`config.mk`:
```
export PLATFORM = sky130hd
export DESIGN_NAME = muldiv_unit
export DESIGN_NICKNAME = d
export VERILOG_FILES = /design/src/rtl/muldiv_pkg.sv /design/src/rtl/muldiv_unit_core.sv /design/src/rtl/muldiv_unit.sv
export SDC_FILE = /design/constraint.sdc
export NUM_CORES = 1
export LEC_CHECK = 0
export BUFFER_PORTS_ARGS = -buffer_cell sky130_fd_sc_hd__buf_2
export CAP_MARGIN = 15
export CORE_UTILIZATION = 40
export DETAILED_ROUTE_END_ITERATION = 8
export PLACE_DENSITY = 0.57
export RECOVER_POWER = 50
export SETUP_SLACK_MARGIN = 0.15
export SLEW_MARGIN = 5
export SYNTH_ARGS = -nofsm -noshare
export SYNTH_HDL_FRONTEND = slang
export SYNTH_HIERARCHICAL = 1
export SYNTH_SLANG_ARGS = --single-unit
```
`constraint.sdc`:
```
create_clock -name clk -period 3.3 [get_ports clk]
set_clock_uncertainty 0.05 [all_clocks]
set_input_delay 0.495 -clock clk [delete_from_list [all_inputs] [get_ports clk]]
set_output_delay 0.495 -clock clk [all_outputs]
set_load 0.02 [all_outputs]
```
`src/rtl/muldiv_pkg.sv`:
```
// Shared encodings for the iterative multiply/divide unit.
package muldiv_pkg;

  localparam logic [1:0] MD_MULT  = 2'b00;
  localparam logic [1:0] MD_MULTU = 2'b01;
  localparam logic [1:0] MD_DIV   = 2'b10;
  localparam logic [1:0] MD_DIVU  = 2'b11;

  typedef enum logic [1:0] {
    S_IDLE,
    S_BUSY,
    S_DONE
  } md_state_t;

  // Replicated across the quotient width on divide-by-zero (LO = all ones).
  localparam logic MD_DIV0_FILL = 1'b1;

endpackage

```
`src/rtl/muldiv_unit_core.sv`:
```
// Unsigned shift-add multiply / restoring divide datapath, one step per enable.
module md_iter_core #(
  parameter int unsigned WIDTH = 32
) (
  input  logic             clk,
  input  logic             rst_n,
  input  logic             i_load,
  input  logic             i_en,
  input  logic             i_div,
  input  logic [WIDTH-1:0] i_a,
  input  logic [WIDTH-1:0] i_b,
  output logic [WIDTH-1:0] o_hi,
  output logic [WIDTH-1:0] o_lo
);

  logic             r_div;
  logic [WIDTH-1:0] r_acc;
  logic [WIDTH-1:0] r_lo;
  logic [WIDTH-1:0] r_b;
  logic [WIDTH:0]   w_sum;
  logic [WIDTH:0]   w_shl;
  logic [WIDTH:0]   w_diff;

  // Multiply: {acc,lo} holds partial product over the shifting multiplier.
  // Divide: {acc,lo} holds remainder over the shifting dividend/quotient.
  always_comb begin
    w_sum  = {1'b0, r_acc} + (r_lo[0] ? {1'b0, r_b} : '0);
    w_shl  = {r_acc, r_lo[WIDTH-1]};
    w_diff = w_shl - {1'b0, r_b};
  end

  always_ff @(posedge clk or negedge rst_n) begin
    if (!rst_n) begin
      r_div <= 1'b0;
      r_acc <= '0;
      r_lo  <= '0;
      r_b   <= '0;
    end else if (i_load) begin
      r_div <= i_div;
      r_acc <= '0;
      r_lo  <= i_a;
      r_b   <= i_b;
    end else if (i_en) begin
      if (r_div) begin
        r_acc <= w_diff[WIDTH] ? w_shl[WIDTH-1:0] : w_diff[WIDTH-1:0];
        r_lo  <= {r_lo[WIDTH-2:0], ~w_diff[WIDTH]};
      end else begin
        r_acc <= w_sum[WIDTH:1];
        r_lo  <= {w_sum[0], r_lo[WIDTH-1:1]};
      end
    end
  end

  assign o_hi = r_acc;
  assign o_lo = r_lo;

endmodule

```
`src/rtl/muldiv_unit.sv`:
```
// MIPS HI/LO multiply/divide unit: FSM, sign handling, HI/LO and stall request.
module muldiv_unit
  import muldiv_pkg::*;
#(
  parameter int unsigned WIDTH = 32,
  parameter int unsigned CNT_W = $clog2(WIDTH)
) (
  input  logic             clk,
  input  logic             rst_n,
  input  logic             start_E,
  input  logic [1:0]       op_E,
  input  logic [WIDTH-1:0] src_a_E,
  input  logic [WIDTH-1:0] src_b_E,
  input  logic             mf_D,
  input  logic             md_D,
  output logic [WIDTH-1:0] hi,
  output logic [WIDTH-1:0] lo,
  output logic             busy,
  output logic             stall_md
);

  md_state_t          r_state;
  logic [CNT_W-1:0]   r_cnt;
  logic               r_busy;
  logic               r_div;
  logic               r_neg_q;
  logic               r_neg_r;
  logic               r_b_zero;
  logic [WIDTH-1:0]   r_a;
  logic [WIDTH-1:0]   r_hi;
  logic [WIDTH-1:0]   r_lo;

  logic               w_neg_a;
  logic               w_neg_b;
  logic [WIDTH-1:0]   w_abs_a;
  logic [WIDTH-1:0]   w_abs_b;
  logic               w_load;
  logic [WIDTH-1:0]   w_core_hi;
  logic [WIDTH-1:0]   w_core_lo;
  logic [2*WIDTH-1:0] w_prod;
  logic [WIDTH-1:0]   w_quot;
  logic [WIDTH-1:0]   w_rem;

  always_comb begin
    w_neg_a = ~op_E[0] & src_a_E[WIDTH-1];
    w_neg_b = ~op_E[0] & src_b_E[WIDTH-1];
    w_abs_a = w_neg_a ? -src_a_E : src_a_E;
    w_abs_b = w_neg_b ? -src_b_E : src_b_E;
    w_load  = start_E & (r_state == S_IDLE);
    w_prod  = r_neg_q ? -{w_core_hi, w_core_lo} : {w_core_hi, w_core_lo};
    w_quot  = r_neg_q ? -w_core_lo : w_core_lo;
    w_rem   = r_neg_r ? -w_core_hi : w_core_hi;
  end

  md_iter_core #(.WIDTH(WIDTH)) u_core (
    .clk   (clk),
    .rst_n (rst_n),
    .i_load(w_load),
    .i_en  (r_state == S_BUSY),
    .i_div (op_E[1]),
    .i_a   (w_abs_a),
    .i_b   (w_abs_b),
    .o_hi  (w_core_hi),
    .o_lo  (w_core_lo)
  );

  always_ff @(posedge clk or negedge rst_n) begin
    if (!rst_n) begin
      r_state  <= S_IDLE;
      r_cnt    <= '0;
      r_busy   <= 1'b0;
      r_div    <= 1'b0;
      r_neg_q  <= 1'b0;
      r_neg_r  <= 1'b0;
      r_b_zero <= 1'b0;
      r_a      <= '0;
      r_hi     <= '0;
      r_lo     <= '0;
    end else begin
      case (r_state)
        S_IDLE: begin
          if (start_E) begin
            r_div    <= op_E[1];
            r_neg_q  <= w_neg_a ^ w_neg_b;
            r_neg_r  <= w_neg_a;
            r_b_zero <= (src_b_E == '0);
            r_a      <= src_a_E;
            r_cnt    <= '0;
            r_busy   <= 1'b1;
            r_state  <= S_BUSY;
          end
        end
        S_BUSY: begin
          r_cnt <= r_cnt + 1'b1;
          if (r_cnt == CNT_W'(WIDTH - 1)) r_state <= S_DONE;
        end
        S_DONE: begin
          if (!r_div) begin
            {r_hi, r_lo} <= w_prod;
          end else if (r_b_zero) begin
            r_hi <= r_a;
            r_lo <= {WIDTH{MD_DIV0_FILL}};
          end else begin
            r_hi <= w_rem;
            r_lo <= w_quot;
          end
          r_busy  <= 1'b0;
          r_state <= S_IDLE;
        end
        default: r_state <= S_IDLE;
      endcase
    end
  end

  assign hi       = r_hi;
  assign lo       = r_lo;
  assign busy     = r_busy;
  assign stall_md = (r_busy | start_E) & (mf_D | md_D);

endmodule

```
Word level (Yosys, flattened, before mapping)
Cells that the tools add are included.

$add $sub $neg: 8. Eq/ne operators: 5. Mux-type cells: 24. Bitwise gates (word level): 9. Reductions and logical operators: 9.

Operators by type and width (number): 32-bit 2-to-1 mux (16); 32-bit negation (4); 64-bit 2-to-1 mux (1); 64-bit negation (1); 32-bit by 33-bit adder with 33-bit output (1); 33-bit by 32-bit subtractor with 33-bit output (1); 32-bit logical NOT (1); 5-bit case mux with 2 select lines (1); 2-bit AND reduction (4); 2-bit nonzero test (3); 5-bit by 1-bit adder with 5-bit output, second input constant (1); 5-bit equality test, second input constant (1); 5-bit 2-to-1 mux (1); 1-bit bitwise AND (4); 2-bit 2-to-1 mux (2); 2-bit inequality test, second input constant (2); 2-bit case mux with 2 select lines (1); 2-bit by 1-bit equality test with 1-bit output, second input constant (1); 2-bit equality test, second input constant (1); 2-bit logical NOT (1); 1-bit inverter (2); 1-bit OR (2); 1-bit case mux with 2 select lines (1); 1-bit 2-to-1 mux (1); 1-bit XOR (1).

Register bits: 205. Input bits: 71. Output and inout port bits: 66. Logic and storage cells: 69.

Depth between registers and ports, before layout
Gate-level depths: netlist (run 1).

Depth after elaboration: 5. Mapped depth: 15. Depth with buffers taken out: 14.

Hierarchy
Netlist (run 1), hierarchy kept.

Modules (own cells, without submodules): muldiv_unit (times used 1, cells an instance 1027, area each 8107.8 µm², seq. area each 2702.6 µm²); md_iter_core (times used 1, cells an instance 986, area each 8066.5 µm², seq. area each 2427.3 µm²).

Least setup slack after synthesis (run 1)
No wires, ideal clock.

Path type: register -> register. Start: register u_core.r_lo[31] (netlist: u_core/o_lo[31]). End: register u_core.r_acc[31] (netlist: u_core/o_hi[31]). Library setup time: 141 ps. Arrival time: 3054 ps. Data required time: 3109 ps. Slack: 55 ps. Cell stages (with the launch flop): 15. Path buffers: 2. Clock period less this slack: 3245 ps. Cell sequence: dfrtp_1 inv_1 ha_1 fa_1 nand2b_1 a211oi_1 o21ai_0 a31oi_2 a21o_1 a41oi_2 xnor2_1 buf_6 buf_6 mux2i_1 a31oi_1.

Cells in the longest elaborated chain, start to end: 5.

RTL lines: start, declared (RTL line muldiv_unit_core.sv:18) `logic [WIDTH-1:0] r_lo;`; start signal, assigned (RTL line muldiv_unit_core.sv:41) `r_lo <= i_a;`; start signal, assigned (RTL line muldiv_unit_core.sv:46) `r_lo <= {r_lo[WIDTH-2:0], ~w_diff[WIDTH]};`; start signal, assigned (RTL line muldiv_unit_core.sv:49) `r_lo <= {w_sum[0], r_lo[WIDTH-1:1]};`; 33-bit by 32-bit subtractor with 33-bit output (RTL line muldiv_unit_core.sv:29) `w_diff = w_shl - {1'b0, r_b};`; 32-bit 2-to-1 mux (RTL line muldiv_unit_core.sv:45) `r_acc <= w_diff[WIDTH] ? w_shl[WIDTH-1:0] : w_diff[WIDTH-1:0];`; 32-bit 2-to-1 mux (RTL line muldiv_unit_core.sv:44) `if (r_div) begin`; 32-bit 2-to-1 mux (RTL line muldiv_unit_core.sv:43) `end else if (i_en) begin`; 32-bit 2-to-1 mux (RTL line muldiv_unit_core.sv:38) `end else if (i_load) begin`; end signal, assigned (RTL line muldiv_unit_core.sv:45); end signal, assigned (RTL line muldiv_unit_core.sv:48) `r_acc <= w_sum[WIDTH:1];`; end, declared (RTL line muldiv_unit_core.sv:17) `logic [WIDTH-1:0] r_acc;`.

Every way passes these cells. The select of a mux whose other input is x is not followed. A chain may end at the register's enable or synchronous reset.

Worst setup path after layout (run 1)
Start: register u_core.r_acc[14] (netlist: u_core/o_hi[14]). End: register u_core.r_acc[30] (netlist: u_core/o_hi[30]).

Cells in the longest elaborated chain, start to end: 5. Elaborated cells between the ends (all ways): 6. Classes of those cells: add/sub: 2; mux: 4.

RTL lines (RTL line): 33-bit by 32-bit subtractor with 33-bit output (muldiv_unit_core.sv:29); 32-bit 2-to-1 mux (muldiv_unit_core.sv:45); 32-bit 2-to-1 mux * (muldiv_unit_core.sv:44); 32-bit 2-to-1 mux * (muldiv_unit_core.sv:43); 32-bit 2-to-1 mux * (muldiv_unit_core.sv:38).

Every way passes the cells marked *; elsewhere a longest branch is shown, timed or not. The select of a mux whose other input is x is not followed.

==> results by group, run 1 <==
Status
  – Status: finished with violations
  – Failing checks: capacitance limit, slew limit

Routing
  – Antenna viol nets, final: 0
  – First DRT Iteration DRCs: between 1000 and 1500
  – Vias per Instance: 5.795
  – Routed WL: 57160 microns
  – Via count: 16060
  – TritonRoute pass-1 iters: 7
  – Wire per inst: 20.62 microns
  – Drc violations: 0

Finish
  – Final std cells w/o fill: 2772
  – Layout cells sized above 1: 19.85%
  – Design area: ~20000 sq um
  – ANT cells: 0
  – Synth-to-Final Area Change: 22.23%
  – Post-layout net count: approximately 2400

Yosys
  – Post-synth top flop: dfrtp_1
  – Yosys warns: 6
  – Mean post-synth cell area: 8.035 sq um
  – Netlist cell types: 79
  – Seq/Total Area, Yosys: 31.72%
  – Yosys reg bits: 205
  – Post-synthesis cell area: 16170 sq um
  – Synth Instances: roughly 2000
  – Number of flops mapped to enable cells by yosys: 0
  – Ys async rst share: 100.0%
  – Net Count, Synth: 2156

Timing
  – Least-Margin Pin Slew: 2.005 ns
  – Hold_ws: around 0.13 ns
  – Max-slew headroom: -33.68%
  – Final setup fails: 0
  – FMAX: 0.3101 GHz
  – Hold Vio Cnt, Final: 0
  – RSZ-0062 raised after global routing: yes
  – Post-layout min period: between 3 and 4 ns
  – Fin crit share: 97.73%
  – Max Slew Vio Count: 112
  – Worst setup margin: 0.07480 ns

CTS
  – Clock Tree Buf Depth: 3
  – Worst-path clk slew: 0.06 ns
  – Root Buffer: clkbuf_16
  – H-tree depth: 1
  – CTS tree: yes
  – CTS Buf Count: 27
  – Clock latency on the worst-skew pair: ~0.58 ns
  – CTS sink cnt: 205

Pwr
  – Power Total: approximately 24000 uW
  – VDD IR-drop max: 0.0005827 V
  – Pwr/cell area: 1221 nW/um^2
  – Switch Pwr: approximately 12000 uW
  – Comb pwr share: 67.7%
  – Power share of the clock group: 12.5%
  – P_leak: 0.008540 uW
  – Switching share of power: 47.75%
  – Internal power: 12620 uW
  – Seq pwr share: about a fifth

Setup path
  – Crit Path Max Fanout: 8
  – Worst R2R Setup Slack: between 0.07 and 0.08 ns
  – CP Class: flop to flop
  – Worst EP required: approximately 3.7 ns
  – Crit end category: flop
  – CP arrival: 3.60 ns
  – CP Launch Type: flop

Global route
  – Global route total overflow: 0
  – Largest net degree at the start of global routing: 77
  – Tot GR Track Use: between 20% and 30%
  – Initial antenna violation count: 0
  – Global-route wire length before repair: 88240 microns
  – Vias in the first global route: 15400

Place
  – Placed cell area: 18240 sq um
  – Place WS: -0.1605 ns
  – Placed cells: 2706
  – Final GP Congestion: 0.9417
  – Port bufs: 136
  – Dpl hpwl: 43030 microns

Run
  – Max-cap violations: 2

Floorplan
  – # IOs: about 140
  – Row count: 73
  – Full die area: 41240 sq um
  – Initial cell density of the core: 40.62%
  – Chip height: 203.1 microns
  – Die Wd: 203.1 microns
  – Area of the core: 39820 sq um

Hold path
  – Worst min path class: input port to flop
[cells in the mapped netlist, types with 5 or more instances]
cell	instances	share of area (%)
nand2_1	315	7.3
o21ai_0	216	6.7
dfrtp_1	205	32
a21oi_1	119	3.7
nor2_1	114	2.6
clkbuf_1	102	2.4
xnor2_1	95	5.1
xor2_1	88	4.8
mux2i_1	77	4.8
ha_1	70	5.4
inv_1	67	1.6
and2_1	37	1.4
o31ai_1	33	1.5
nand3_1	30	0.93
nor3_1	28	0.87
nor4_1	28	1.1
or3_1	27	1.0
nand2b_1	25	0.97
a22oi_1	24	1.1
a21o_1	22	1.0
or4_1	22	1.0
o41ai_1	21	1.1
nand4_1	20	0.77
a31oi_1	17	0.66
nor2b_1	15	0.58
a211oi_1	13	0.60
o22ai_1	12	0.46
o21bai_1	11	0.51
buf_1	10	0.23
o211ai_1	10	0.46
or2_2	10	0.39
buf_6	9	0.63
and3_1	8	0.31
nor3b_1	8	0.37
o221ai_1	8	0.43
o21a_1	7	0.32
o21ai_1	5	0.15
[logic make-up (layout without fill, tap and decap cells)]
logic type               count (synthesis)  count (layout)  synth area share [%]
AND/OR/NAND/NOR                        701             701                 20.52
AO/OA/AOI/OAI                          577             577                 22.20
flip-flops                             205             205                 31.72
buffers and inverters                  194             428                 4.951
XOR/XNOR                               183             183                 9.910
multiplexers                            81              81                 5.044
adder cells (fa/ha/maj)                 72              72                 5.663
[sequential cells by signal (all words and copies together) (netlist names), 2 cells and up]
signal / cells
r_state: 2
hi: 32
lo: 32
r_cnt: 5
u_core/r_b: 32
u_core/o_hi: 32
u_core/o_lo: 32
r_a: 32
[worst paths after layout]
kind,from,end,cells past startpoint
setup / recovery,u_core/o_hi[14],u_core/o_hi[30],13
hold / removal,src_a_E[5],r_a[5],3
setup reg to reg,u_core/o_hi[14],u_core/o_hi[30],13
hold reg to reg,r_a[21],r_a[21],2
max in group asynchronous,rst_n,u_core/o_hi[16],3
min in group asynchronous,rst_n,lo[9],2
[routing by layer]
metal	global-route usage, %	up-vias	wire length, microns
li1	-	7608	-
met1	37.20	7763	25420
met2	43.84	574	25990
met3	3.002	118	3456
met4	10.69	0	2301
met5	0	-	0
[what timing repair did]
| action | 4_1_cts | 5_1_grt |
|---|---|---|
| pin swaps | 12 | 37 |
| endpoints found under the hold margin | 68 | 0 |
| resized for setup | 36 | 89 |
| hold buffers | 1 | 0 |
| cloned | 0 | 1 |
| buffers inserted | 7 | 10 |
| setup endpoints to repair | 34 | 40 |
[area by class of cell]
| class | instances | area (sq um) |
|---|---|---|
| Fill cell | 3914 | 20050 |
| Sequential cell | 205 | 5141 |
| Clock buffer | 38 | 747.0 |
| Multi-Input combinational cell | 1614 | 10750 |
| Inverter | 69 | 261.5 |
| Tap cell | 525 | 656.9 |
| Timing Repair Buffer | 312 | 2072 |
| Clock inverter | 9 | 141.4 |
[stage by stage]
| stage | TNS (ns) | util, % |
|---|---|---|
| finish | 0 | 49.64 |
| global route | -0.03122 | 49.64 |
| CTS | 0 | 48.71 |
| detailed placement | -3.515 | 45.81 |
| global placement | -0.8368 | 45.81 |
| floorplan | 0 | - |
[power groups by stage]
| stage | clock network (uW) | logic, uW | registers (uW) |
|---|---|---|---|
| after global routing | 3160 | 17900 | 4870 |
| after floorplan | 0 | 9970 | 4530 |
| after CTS | 3070 | 15300 | 4710 |
| after detailed placement | 0 | 14600 | 4760 |
| final | 3020 | 16400 | 4770 |
| after global placement | 0 | 14400 | 4750 |
[placed cells by master (no fill, tap or decap), types with 37 or more instances in the layout]
cell type,count
buf_4,161
buf_2,116
nand2_1,309
ha_1,55
o21ai_0,193
inv_1,62
xnor2_1,94
mux2i_1,74
nor2_1,112
xor2_1,88
dfrtp_1,196
a21oi_1,115
and2_1,37
[critical path, cell delays in order, from the launching register on]
cell and delay, ns:
dfrtp_1 0.43, ha_4 0.29, a21oi_4 0.14, o21ai_1 0.10
a211o_1 0.33, a221o_1 0.33, a21o_1 0.21, a41oi_4 0.29
xnor2_4 0.16, buf_12 0.15, buf_4 0.20, nor3b_2 0.06
a21oi_1 0.18, o211ai_1 0.14
Power figures use the tool's default switching activity.
==> inputs of run 2 (changes only) <==
Settings changed: ABC_AREA from default to 1.
==> run 2 against run 1 <==
  * The flow still finishes with violations (capacitance limit, slew limit)
  * Wire length up 44%
  * Synthesized cell count increased by 53%
  * Sequential power rose by 3%
  * Worst setup slack gained 0.20 ns
==> results by group, run 2 <==
Status
  – Status: finished with violations
  – Failing checks: capacitance limit, slew limit

Routing
  – Routed WL: 82280 microns
  – Drc violations: 0
  – Via count: 21190
  – Antenna viol nets, final: 0
  – TritonRoute pass-1 iters: 7
  – First DRT Iteration DRCs: 1877
  – Vias per Instance: between 5 and 6
  – Wire per inst: 21.45 microns

Setup path
  – Critical Path Most Common Cell: nand2_1
  – CP max stage cell: dfrtp_1
  – Crit-path cells: nand2_1 -> inv_1 -> ha_1 -> inv_1 -> fa_1 -> inv_1 -> nand2_1 -> o21ai_2 -> buf_4 -> nand2_1 -> nand2_1 -> xor2_1 -> o21ai_0 -> inv_1 -> nand2_1 -> o21ai_0
  – Worst R2R Start: u_core/o_lo[0]
  – CP Launch Type: flop
  – CP Class: flop to flop
  – Critical Path Start: u_core/o_lo[0]
  – CP arrival: roughly 3.4 ns
  – Worst EP required: 3.69 ns
  – Worst R2R End: u_core/o_hi[7]
  – Slowest cell delay on critical path: approximately 0.45 ns
  – R2R depth: 16
  – Crit end category: flop
  – Crit Path Max Fanout: 5
  – Worst R2R Setup Slack: 0.27 ns

Timing
  – Post-layout min period: 3.028 ns
  – Hold Vio Cnt, Final: 0
  – Max-slew headroom: -34.37%
  – RSZ-0062 raised after global routing: no
  – Final setup fails: 0
  – Least-Margin Pin Slew: 2.016 ns
  – Total negative setup slack: 0 ns
  – Fin crit share: 91.75%
  – FMAX: 0.3303 GHz
  – Max Slew Vio Count: 65

Yosys
  – Area contributors post-synth: dfrtp_1, nand2_1, inv_1
  – Synth Instances: 3072
  – Number of flops mapped to enable cells by yosys: 0
  – Mean post-synth cell area: 6.095 sq um
  – Netlist cell types: between 50 and 60
  – Post-synth top area cell: dfrtp_1
  – Post-synthesis cell area: approximately 19000 sq um
  – Seq/Total Area, Yosys: 27.40%
  – Yosys warns: 6
  – Post-synth top flop: dfrtp_1
  – Net Count, Synth: about 3200
  – Top-count cell post-synth: nand2_1
  – Yosys reg bits: 205
  – Top cells by count, synth: nand2_1, inv_1, nor2_1
  – Ys async rst share: 100.0%
  – Share of the synthesized area in the top cell type: 27.40%

Finish
  – Final std cells w/o fill: 3836
  – Layout cells sized above 1: slightly below 9%
  – Most frequent cells in the layout: nand2_1, inv_1, nor2_1, nand3_1, dfrtp_1
  – FF+latch area: 5132 sq um
  – Commonest non-fill, non-tap cell in the layout: nand2_1
  – ANT cells: 0
  – Multi-input combinational cell area: about 12000 sq um
  – Post-layout net count: 3361
  – Synth-to-Final Area Change: 13.48%
  – Filler instances: roughly 5000
  – Post-layout util: 46.42%

Floorplan
  – Initial cell density of the core: around two fifths
  – Full die area: 47680 sq um
  – Die Wd: 218.4 microns
  – Chip height: 218.4 microns
  – Row count: 78
  – Area of the core: 45770 sq um
  – # IOs: 137

CTS
  – Worst-path clk slew: 0.06 ns
  – CTS sink cnt: 205
  – CTS Buf Count: 26
  – H-tree depth: 1
  – Clock latency on the worst-skew pair: approximately 0.57 ns
  – Root Buffer: clkbuf_16
  – Post-CTS setup buffer count: 0
  – CTS tree: yes
  – Clock Tree Buf Depth: 3

Place
  – Port bufs: 136
  – Final GP Congestion: 1.018
  – Dpl hpwl: 65950 microns
  – Placed cells: 3788

Hold path
  – Hold depth: 3
  – Worst min path class: input port to flop
  – Worst hold endpoint: r_a[30]
  – Worst hold path startpoint: src_a_E[30]

Global route
  – Initial antenna violation count: 0
  – Global route total overflow: 0
  – Tot GR Track Use: 34.52%
  – Vias in the first global route: around 21000
  – Largest net degree at the start of global routing: 105
  – Global-route wire length before repair: roughly 120000 microns

Pwr
  – Power Total: 26290 uW
  – P_leak: approximately 0.011 uW
  – VDD IR-drop max: 0.0006002 V
  – Pwr/cell area: around 1200 nW/um^2

Run
  – Max-cap violations: 1
run 2: cell types whose count changed after synthesis, moves of 29 or more:
cell,change
nand2_1,+670
inv_1,+373
nor2_1,+207
nand3_1,+186
mux2i_1,-76
xnor2_1,-60
a21oi_1,+45
clkbuf_1,-39
xor2_1,-37
and2_1,-35
o31ai_1,-29
run 2: where the power goes:
| group | internal [uW] | total, uW | switching (uW) |
|---|---|---|---|
| logic | 5810 | 18300 | 12400 |
| registers | 3640 | 4920 | 1280 |
| clock network | 1890 | 3120 | 1230 |
run 2: cell type report:
| type | count | area share, % |
|---|---|---|
| sequential | 205 | 24.15 |
| clock inverter | 8 | 0.6948 |
| inverter | 447 | 7.896 |
| clock buffer | 38 | 3.562 |
| multi-input combinational | 2325 | 54.17 |
| tap | 600 | 3.533 |
| timing repair buffer | 213 | 5.988 |
run 2: repair_timing:
action / 4_1_cts / 5_1_grt
resized for setup: 0 / 3
endpoints found under the setup margin: 0 / 6
hold buffers: 1 / 0
endpoints found under the hold margin: 61 / 0
run 2: worst max-delay path by stage:
stage / endpoint
after floorplan: u_core/o_hi[29]
after global placement: u_core/o_hi[9]
after detailed placement: u_core/o_hi[9]
after CTS: u_core/o_hi[9]
after global routing: u_core/r_div
final: u_core/o_hi[7]
run 2: routing by layer:
layer  global-route usage (%)  part of all wire (%)  vias up
met4                    18.09                   5.8        0
met5                        0                     0        -
met2                    59.51                    48      869
li1                         -                     -    10100
met1                    42.01                    41    10000
met3                    3.981                   6.1      221
run 2: critical path: cells and delay by family (launching register included):
family	cells	cell delay [ns]
buffers and inverters	5	0.55
AND/OR/NAND/NOR	5	0.41
flip-flops	1	0.45
XOR/XNOR	1	0.09
AO/OA/AOI/OAI	3	0.69
adder cells (fa/ha/maj)	2	0.65
run 2: kinds of logic after synthesis:
kind of cell | synth area share, %
DFF | 27.40
and+or+nand+nor | 37.94
adders and majority gates | 4.891
AOI/OAI and AO/OA | 14.41
muxes | 0.1136
buffers and inverters | 11.22
xor gates and xnor gates | 4.023
run 2: per-stage QoR:
stage	worst slack [ns]	cell area, sq um	hold slack [ns]
floorplan	0.8107	18720	0.1494
global placement	0.3413	20390	0.4115
detailed placement	0.3012	20390	0.4144
CTS	0.2840	21310	0.09779
global route	0.1240	21250	0.1351
finish	0.2721	21250	0.1180
